==> config.mk <==
export PLATFORM = sky130hd
export DESIGN_NAME = demux_dispatch
export DESIGN_NICKNAME = d
export VERILOG_FILES = /design/src/rtl/demux_dispatch_pkg.sv /design/src/rtl/rr_lane_ctr.sv /design/src/rtl/demux_dispatch.sv
export SDC_FILE = /design/constraint.sdc
export NUM_CORES = 1
export LEC_CHECK = 0
export BUFFER_PORTS_ARGS = -buffer_cell sky130_fd_sc_hd__buf_2
export CAP_MARGIN = 15
export CORE_MARGIN = 2
export CORE_UTILIZATION = 45
export CTS_BUF_LIST = sky130_fd_sc_hd__clkbuf_16
export CTS_CLUSTER_DIAMETER = 30
export CTS_CLUSTER_SIZE = 14
export DETAILED_ROUTE_END_ITERATION = 16
export GPL_TIMING_DRIVEN = 0
export PLACE_DENSITY = 0.66
export SLEW_MARGIN = 25
export SYNTH_ARGS = -nofsm -noshare
export SYNTH_HDL_FRONTEND = slang
export SYNTH_HIERARCHICAL = 1
export SYNTH_SLANG_ARGS = --single-unit
==> constraint.sdc <==
create_clock -name clk -period 3.21 [get_ports clk]
set_input_delay 0.4815 -clock clk [delete_from_list [all_inputs] [get_ports clk]]
set_output_delay 0.4815 -clock clk [all_outputs]
set_load 0.02 [all_outputs]
==> src/rtl/demux_dispatch_pkg.sv <==
`default_nettype none
// ============================================================================
// Module : demux_dispatch_pkg
// Brief  : Shared types and constants for the demux_dispatch serializer.
// Rev    : 1.0  initial release
// ============================================================================
package demux_dispatch_pkg;

    localparam int LANE_CNT    = 4;
    localparam int LANE_W      = $clog2(LANE_CNT);
    localparam int DEF_DATA_W  = 8;
    localparam int DEF_GAP_CYC = 1;

    typedef enum logic [1:0] {
        ST_IDLE  = 2'd0,
        ST_SHIFT = 2'd1,
        ST_GAP   = 2'd2
    } state_t;

endpackage : demux_dispatch_pkg
`default_nettype wire

==> src/rtl/rr_lane_ctr.sv <==
`default_nettype none
// ============================================================================
// Module : rr_lane_ctr
// Brief  : Round-robin lane counter, advances by one per strobe, wraps 3->0.
// Rev    : 1.0  initial release
// ============================================================================
module rr_lane_ctr
    import demux_dispatch_pkg::*;
(
    input  logic              clk,
    input  logic              rst_n,
    input  logic              inc_i,
    output logic [LANE_W-1:0] lane_o
);

    logic [LANE_W-1:0] lane_q;

    // LANE_CNT is a power of two, so natural overflow gives the wrap.
    always_ff @(posedge clk or negedge rst_n) begin
        if (!rst_n) begin
            lane_q <= '0;
        end else if (inc_i) begin
            lane_q <= lane_q + LANE_W'(1);
        end
    end

    assign lane_o = lane_q;

endmodule : rr_lane_ctr
`default_nettype wire

==> src/rtl/demux_dispatch.sv <==
`default_nettype none
// ============================================================================
// Module : demux_dispatch
// Brief  : Serializes bytes LSB-first onto the 1:4 demux with round-robin
//          lane select. Define DEMUX_DISPATCH_PARITY_EN to append even parity.
// Rev    : 1.0  initial release
// ============================================================================
module demux_dispatch
    import demux_dispatch_pkg::*;
#(
    parameter int DATA_W  = DEF_DATA_W,
    parameter int GAP_CYC = DEF_GAP_CYC
) (
    input  logic              clk,
    input  logic              rst_n,
    input  logic [DATA_W-1:0] din,
    input  logic              din_valid,
    output logic              din_ready,
    input  logic              en,
    output logic              i,
    output logic              s0,
    output logic              s1,
    output logic              frame,
    output logic              frame_done
);

`ifdef DEMUX_DISPATCH_PARITY_EN
    localparam int FRAME_LEN = DATA_W + 1;
`else
    localparam int FRAME_LEN = DATA_W;
`endif
    localparam int               CNT_W    = $clog2(FRAME_LEN);
    localparam logic [CNT_W-1:0] LAST_IDX = CNT_W'(FRAME_LEN - 1);
    localparam logic [CNT_W-1:0] PEN_IDX  = CNT_W'(FRAME_LEN - 2);
    localparam logic [3:0]       GAP_LAST = 4'(GAP_CYC - 1);

    state_t                 state_q, state_d;
    logic [FRAME_LEN-1:0]   shreg_q, shreg_d;
    logic [CNT_W-1:0]       bit_q,   bit_d;
    logic [3:0]             gap_q,   gap_d;
    logic [LANE_W-1:0]      sel_q,   sel_d;
    logic                   i_q,     i_d;
    logic                   frame_q, frame_d;
    logic                   done_q,  done_d;

    logic [FRAME_LEN-1:0]   w_load;
    logic [LANE_W-1:0]      w_lane;
    logic                   w_lane_inc;

`ifdef DEMUX_DISPATCH_PARITY_EN
    assign w_load = {^din, din};
`else
    assign w_load = din;
`endif

    rr_lane_ctr u_lane_ctr (
        .clk    (clk),
        .rst_n  (rst_n),
        .inc_i  (w_lane_inc),
        .lane_o (w_lane)
    );

    always_comb begin
        state_d    = state_q;
        shreg_d    = shreg_q;
        bit_d      = bit_q;
        gap_d      = gap_q;
        sel_d      = sel_q;
        i_d        = i_q;
        frame_d    = frame_q;
        done_d     = 1'b0;
        w_lane_inc = 1'b0;

        case (state_q)
            ST_IDLE: begin
                if (din_valid) begin
                    shreg_d = w_load;
                    sel_d   = w_lane;
                    bit_d   = '0;
                    i_d     = w_load[0];
                    frame_d = 1'b1;
                    state_d = ST_SHIFT;
                end
            end
            ST_SHIFT: begin
                // The outputs are registered, so they are computed one edge
                // ahead: frame_done is raised on the edge that enters the last bit.
                if (en) begin
                    if (bit_q == LAST_IDX) begin
                        i_d     = 1'b0;
                        frame_d = 1'b0;
                        gap_d   = '0;
                        state_d = ST_GAP;
                    end else begin
                        shreg_d = shreg_q >> 1;
                        bit_d   = bit_q + CNT_W'(1);
                        i_d     = shreg_q[1];
                        done_d  = (bit_q == PEN_IDX);
                    end
                end
            end
            ST_GAP: begin
                if (gap_q == GAP_LAST) begin
                    w_lane_inc = 1'b1;
                    state_d    = ST_IDLE;
                end else begin
                    gap_d = gap_q + 4'd1;
                end
            end
            default: begin
                i_d     = 1'b0;
                frame_d = 1'b0;
                state_d = ST_IDLE;
            end
        endcase
    end

    always_ff @(posedge clk or negedge rst_n) begin
        if (!rst_n) begin
            state_q <= ST_IDLE;
            shreg_q <= '0;
            bit_q   <= '0;
            gap_q   <= '0;
            sel_q   <= '0;
            i_q     <= 1'b0;
            frame_q <= 1'b0;
            done_q  <= 1'b0;
        end else begin
            state_q <= state_d;
            shreg_q <= shreg_d;
            bit_q   <= bit_d;
            gap_q   <= gap_d;
            sel_q   <= sel_d;
            i_q     <= i_d;
            frame_q <= frame_d;
            done_q  <= done_d;
        end
    end

    assign din_ready  = (state_q == ST_IDLE);
    assign i          = i_q;
    assign s0         = sel_q[0];
    assign s1         = sel_q[1];
    assign frame      = frame_q;
    assign frame_done = done_q;

endmodule : demux_dispatch
`default_nettype wire

# Yosys cells after proc, flatten, opt, wreduce, memory -nomap -nowiden
# Index checks and enable logic that the tools add are counted.
word_totals:
  register_bits: 24
  in_bits: 12
  output_inout_bits: 6
  word_cells: 63
classes:
  n_addsub: 3
  n_eq_ne: 10
  muxes: 30
  n_bitwise: 1
  n_reduce_logical: 10
ops:
  columns: ["operator", "n"]
  rows:
  - ["8-bit two-way mux", 3]
  - ["8-bit case mux with 2 select lines", 1]
  - ["4-bit AND reduction", 4]
  - ["4-bit two-way mux", 3]
  - ["2-bit inequality test, second input constant", 6]
  - ["1-bit two-way mux", 11]
  - ["3-bit two-way mux", 3]
  - ["2-bit two-way mux", 4]
  - ["4-bit case mux with 2 select lines", 1]
  - ["3-bit equality test, second input constant", 2]
  - ["1-bit case mux with 3 select lines", 2]
  - ["2-bit case mux with 3 select lines", 1]
  - ["3-bit case mux with 2 select lines", 1]
  - ["4-bit by 1-bit adder with 4-bit output, second input constant", 1]
  - ["4-bit logical NOT", 1]
  - ["2-bit nonzero test", 2]
  - ["3-bit by 1-bit adder with 3-bit output, second input constant", 1]
  - ["3-bit AND reduction", 1]
  - ["2-bit by 1-bit adder with 2-bit output, second input constant", 1]
  - ["2-bit by 1-bit equality test with 1-bit output, second input constant", 1]
  - ["2-bit equality test, second input constant", 1]
  - ["2-bit logical NOT", 1]
  - ["2-bit AND reduction", 1]
  - ["1-bit NOT", 1]

# Logic depth before layout (Yosys ltp)
depth:
  depth_word: 4
  depth_mapped: 6

# By module
# Netlist, hierarchy kept.
by_module_without_submodules:
  columns: ["module", "instances", "cells_each", "area_each_um2"]
  rows:
  - ["demux_dispatch", 1, 89, 1103.6]
  - ["rr_lane_ctr", 1, 5, 71.3]

# Worst setup path before layout
# Ideal clock, no wire load.
synth_timing:
  path_kind: "reg-to-reg"
  from: "register bit_q[0]"
  to: "register shreg_q[1]"
  t_arrival_ps: 1520
  required_ps: 3085
  path_slack_ps: 1565
  stages_incl_launch_ff: 6
  path_buffers: 0
  synth_period_minus_slack_ps: 1645
  cell_sequence: "dfrtp_1 > ha_1 > ha_1 > and4bb_4 > nor2_8 > mux2_4"
synth_between:
  elab_chain_cells: 3
synth_rtl:
  columns: ["element", "line_no", "text"]
  rows:
  - ["start, declared", "demux_dispatch.sv:39", "logic [CNT_W-1:0] bit_q, bit_d;"]
  - ["start signal, assigned", "demux_dispatch.sv:131", "bit_q <= bit_d;"]
  - ["3-bit equality test", "demux_dispatch.sv:89", "if (bit_q == LAST_IDX) begin"]
  - ["2-bit inequality test (no line)", null, null]
  - ["4-bit AND reduction (no line)", null, null]
  - ["end signal, assigned", "demux_dispatch.sv:130", "shreg_q <= shreg_d;"]
  - ["end, declared", "demux_dispatch.sv:38", "logic [FRAME_LEN-1:0] shreg_q, shreg_d;"]
# No other way between the ends.
# A chain may end at the register's enable or synchronous reset.

# Final worst setup path
layout_timing:
  from: "register gap_q[0]"
  to: "register u_lane_ctr.lane_q[1], in the netlist u_lane_ctr/lane_o[1]"
layout_between:
  elab_chain_cells: 3
layout_rtl:
  columns: ["element", "line_no", "text"]
  rows:
  - ["start, declared", "demux_dispatch.sv:40", "logic [3:0] gap_q, gap_d;"]
  - ["start signal, assigned", "demux_dispatch.sv:132", "gap_q <= gap_d;"]
  - ["4-bit logical NOT", "demux_dispatch.sv:103", "if (gap_q == GAP_LAST) begin"]
  - ["1-bit two-way mux", "demux_dispatch.sv:103", null]
  - ["1-bit two-way mux", "demux_dispatch.sv:74", "case (state_q)"]
  - ["named net w_lane_inc", "demux_dispatch.sv:48", "logic w_lane_inc;"]
  - ["end signal, assigned", "rr_lane_ctr.sv:23", "lane_q <= lane_q + LANE_W'(1);"]
  - ["end, declared", "rr_lane_ctr.sv:16", "logic [LANE_W-1:0] lane_q;"]
# The timed path passes the listed nets, and every way through them passes these cells.

==> impl_results.md <==
* Outcome: finished, final reports clean
* Per-cell routed wire length at 13.0 µm
* Int Pwr at 809 µW
* Portion of synthesized cell area occupied by the leading cell type at 0.490
* PD cells at 869 mW/mm²
* Register-to-register setup slack at 1380 ps
* Core utilization of the finished layout at 0.556
* Clock tree sinks at 23
* RSZ-0062 raised after global routing: no
* Cell with the most instances after synthesis: sky130_fd_sc_hd__dfrtp_1
* Mean number of vias per cell at 5.10
* Vias at 739
* Largest net degree at the start of global routing at 24
* Row cnt at 18
* Synthesized Nets at ~110
* Count of TritonRoute iterations in the first routing pass at 3
* Clock power frac at 0.217
* Clock tree from TritonCTS: yes
* Most area-consuming cells after synthesis: sky130_fd_sc_hd__dfrtp_1, sky130_fd_sc_hd__mux2_2, sky130_fd_sc_hd__mux2_4, sky130_fd_sc_hd__ha_1, sky130_fd_sc_hd__nor2b_1
* Standby leakage power at about 0.7 nW
* H-tree level count at 1
* Proportion of synthesized chip area in sequential cells at 0.490
* Worst Tran Pin Value at 502 ps
* Clk Latency, worst-skew pair at 250 ps
* Number of buffers added on ports at 17
* Congestion Overflow GR at 0
* Hold_buf cts at 0
* Switching power at 389 µW
* Final clock skew at 1.51 ps
* Number of setup buffers added after CTS at 0
* Die W at 55.1 µm
* Flop pwr share at 0.378
* Cell taking the most area after synthesis: sky130_fd_sc_hd__dfrtp_1
* Type of element capturing the critical path: flip-flop
* Share of the cycle needed by the critical path after routing at 0.570
* Commonest register cell after synthesis: sky130_fd_sc_hd__dfrtp_1
* Num CTS Buffers at 3
* Crit path required time at 3340 ps
* Clock tree buffer depth at 2
* Flip-flop and latch count after synthesis at 23
* I/O Pins at 18
* GP Congestion at 0.700
* Relative slew slack at 0.665
* Wire length of the first global-routing pass at 3.13 mm
* Y dimension of the die at 55.1 µm
* Critical Path Source: gap_q[0]
* Peak supply drop at 501 µV
* Total track usage at 0.146
* Share of layout cells above drive strength 1 at 0.357
* Final Hold Violating Endpoints at 0
* Area of the core at 0.00248 mm²
* Highest fanout seen on the critical path at 5
* Commonest cells in the synthesized netlist: sky130_fd_sc_hd__dfrtp_1, sky130_fd_sc_hd__mux2_2, sky130_fd_sc_hd__nand2_1
* Resize count post-CTS at 0
* Destination of the critical timing path: u_lane_ctr/lane_o[1]
* Clk slew on worst S/H paths at approximately 60 ps
* Area of the die at 0.00304 mm²
* Post-DRT Antenna Nets at 0
* Number of setup violations in the final report at 0
* Post-synth EDFFs at 0
* Wire length reported by the detailed router at around 1.9 mm
* Mean instance size in the synthesized netlist at approximately 12 µm²
* Final #Nets at 133
* DRC violation total after the first TritonRoute iteration at 11
* Final TNS setup at 0 ps
* Worst Hold Class: in -> async
* Class of the most critical setup path: reg -> reg
* Number of global-route vias before repair at 705
* Number of design rule violations left after detail routing at 0
* Clock tree root driver cell: sky130_fd_sc_hd__clkbuf_16
* Share of flip-flops with an asynchronous set or reset after synthesis at 1.00
* Worst r2r path cells at 6
* Worst Setup Start Kind: flip-flop
* Switching share of power at 0.325
* Gate Count Post-Synth at 94
* FF-to-FF Start: gap_q[0]
* Starting utilization of the core area at 0.474
* Number of antenna violations at the first check in global routing at 0
* Max Clock Freq at between 500 and 600 MHz
* Min Clock Period, post-route at 1830 ps
* Warnings from Yosys at 6
* Pins Over Slew Limit at 0
* Data arrival time at the worst-slack endpoint at about 2000 ps
* Placed wire-length estimate after detailed placement at 1.40 mm
* Netlist area before placement at 0.00117 mm²
* Part of the total power dissipated in combinational logic at 0.405
* Worst R2R End: u_lane_ctr/lane_o[1]
* Max-Cap Viols at 0
* Count of antenna diodes in the layout at 0
* Distinct cells, synth at 31
* Synth-to-Final Area Change at 17.3%
* Layout filler cell count at 226
logic make-up (layout without fill, tap and decap cells):
group           Yosys count  after routing  synth area share
simple gates             30             30             0.178
compound gates           10             10            0.0575
buf+inv                   7             28            0.0266
mux                      17             17             0.180
xor+xnor                  2              2            0.0149
fa+ha+maj                 5              5            0.0532
flops                    23             23             0.490
through the flow:
stage	total power, mW	hold slack [ps]	worst slack (ps)	std cells	instance area (µm²)
after floorplan	0.836	186	1560	94	1170
after global placement	0.925	458	1430	141	1300
after detailed placement	0.947	460	1400	141	1300
after CTS	1.22	204	1380	145	1380
after global routing	1.30	224	1250	145	1380
final	1.20	197	1380	145	1380
state kept, by name, indices dropped and copies added, names as in the netlist:
name	flops
state_q	2
bit_q	3
sel_q	2
gap_q	4
frame	1
shreg_q	7
i	1
u_lane_ctr/lane_o	2
frame_done	1
critical path: stages, from the launching register on:
cell and delay (ps):
sky130_fd_sc_hd__dfrtp_1 410, sky130_fd_sc_hd__inv_1 90, sky130_fd_sc_hd__ha_1 150, sky130_fd_sc_hd__or3b_1 430
sky130_fd_sc_hd__nor3b_1 370, sky130_fd_sc_hd__nand2_1 120, sky130_fd_sc_hd__xnor2_1 140
final cells by class:
class | instances | area, µm² | area share
Clock inverter | 1 | 5.00 | 0.00363
Inverter | 4 | 15.0 | 0.0109
Timing Repair Buffer | 17 | 85.1 | 0.0618
Buffer | 3 | 16.3 | 0.0118
Multi-Input combinational cell | 64 | 568 | 0.412
Sequential cell | 23 | 576 | 0.418
Clock buffer | 3 | 75.1 | 0.0545
Tap cell | 30 | 37.5 | 0.0272
power groups by stage:
stage               Clock, mW  Sequential [mW]  Combinational (mW)
floorplan                   0            0.465               0.371
global placement            0            0.452               0.473
detailed placement          0            0.459               0.489
CTS                     0.270            0.454               0.494
global route            0.287            0.466               0.544
finish                  0.260            0.453               0.485
worst min-delay path by stage:
stage / startpoint / end / slack, ps / cells past startpoint
3_5_place_dp: u_lane_ctr/lane_o[1] / u_lane_ctr/lane_o[1] / 460 / 1
3_3_place_gp: u_lane_ctr/lane_o[1] / u_lane_ctr/lane_o[1] / 460 / 1
5_1_grt: rst_n / shreg_q[3] / 220 / 1
6_report: rst_n / shreg_q[3] / 200 / 1
4_1_cts: rst_n / shreg_q[3] / 200 / 1
2_1_floorplan: rst_n / bit_q[0] / 190 / 0
cell usage in the layout (no fill, tap or decap), drive strengths merged:
master,instances
dfrtp,23
buf,19
mux2,15
nand2,7
nor2b,5
o21ai,5
ha,5
inv,4
clkbuf,4
a22o,3
nand3,3
nor2,3
nand3b,2
mux2i,2
nor3b,2
or3b,1
and4bb,1
and3,1
nand2b,1
a311oi,1
nand4b,1
o31ai,1
nand4,1
and2,1
and3b,1
clkinv,1
xor2,1
xnor2,1
metal layers:
layer  wire, µm  global-route usage  up-vias
met3         56              0.0323        2
li1           -                   -      375
met2        885               0.224       11
met1        934               0.199      351
met5          0                   0        -
met4         10              0.0610        0
(Power assumes the default switching activity.)
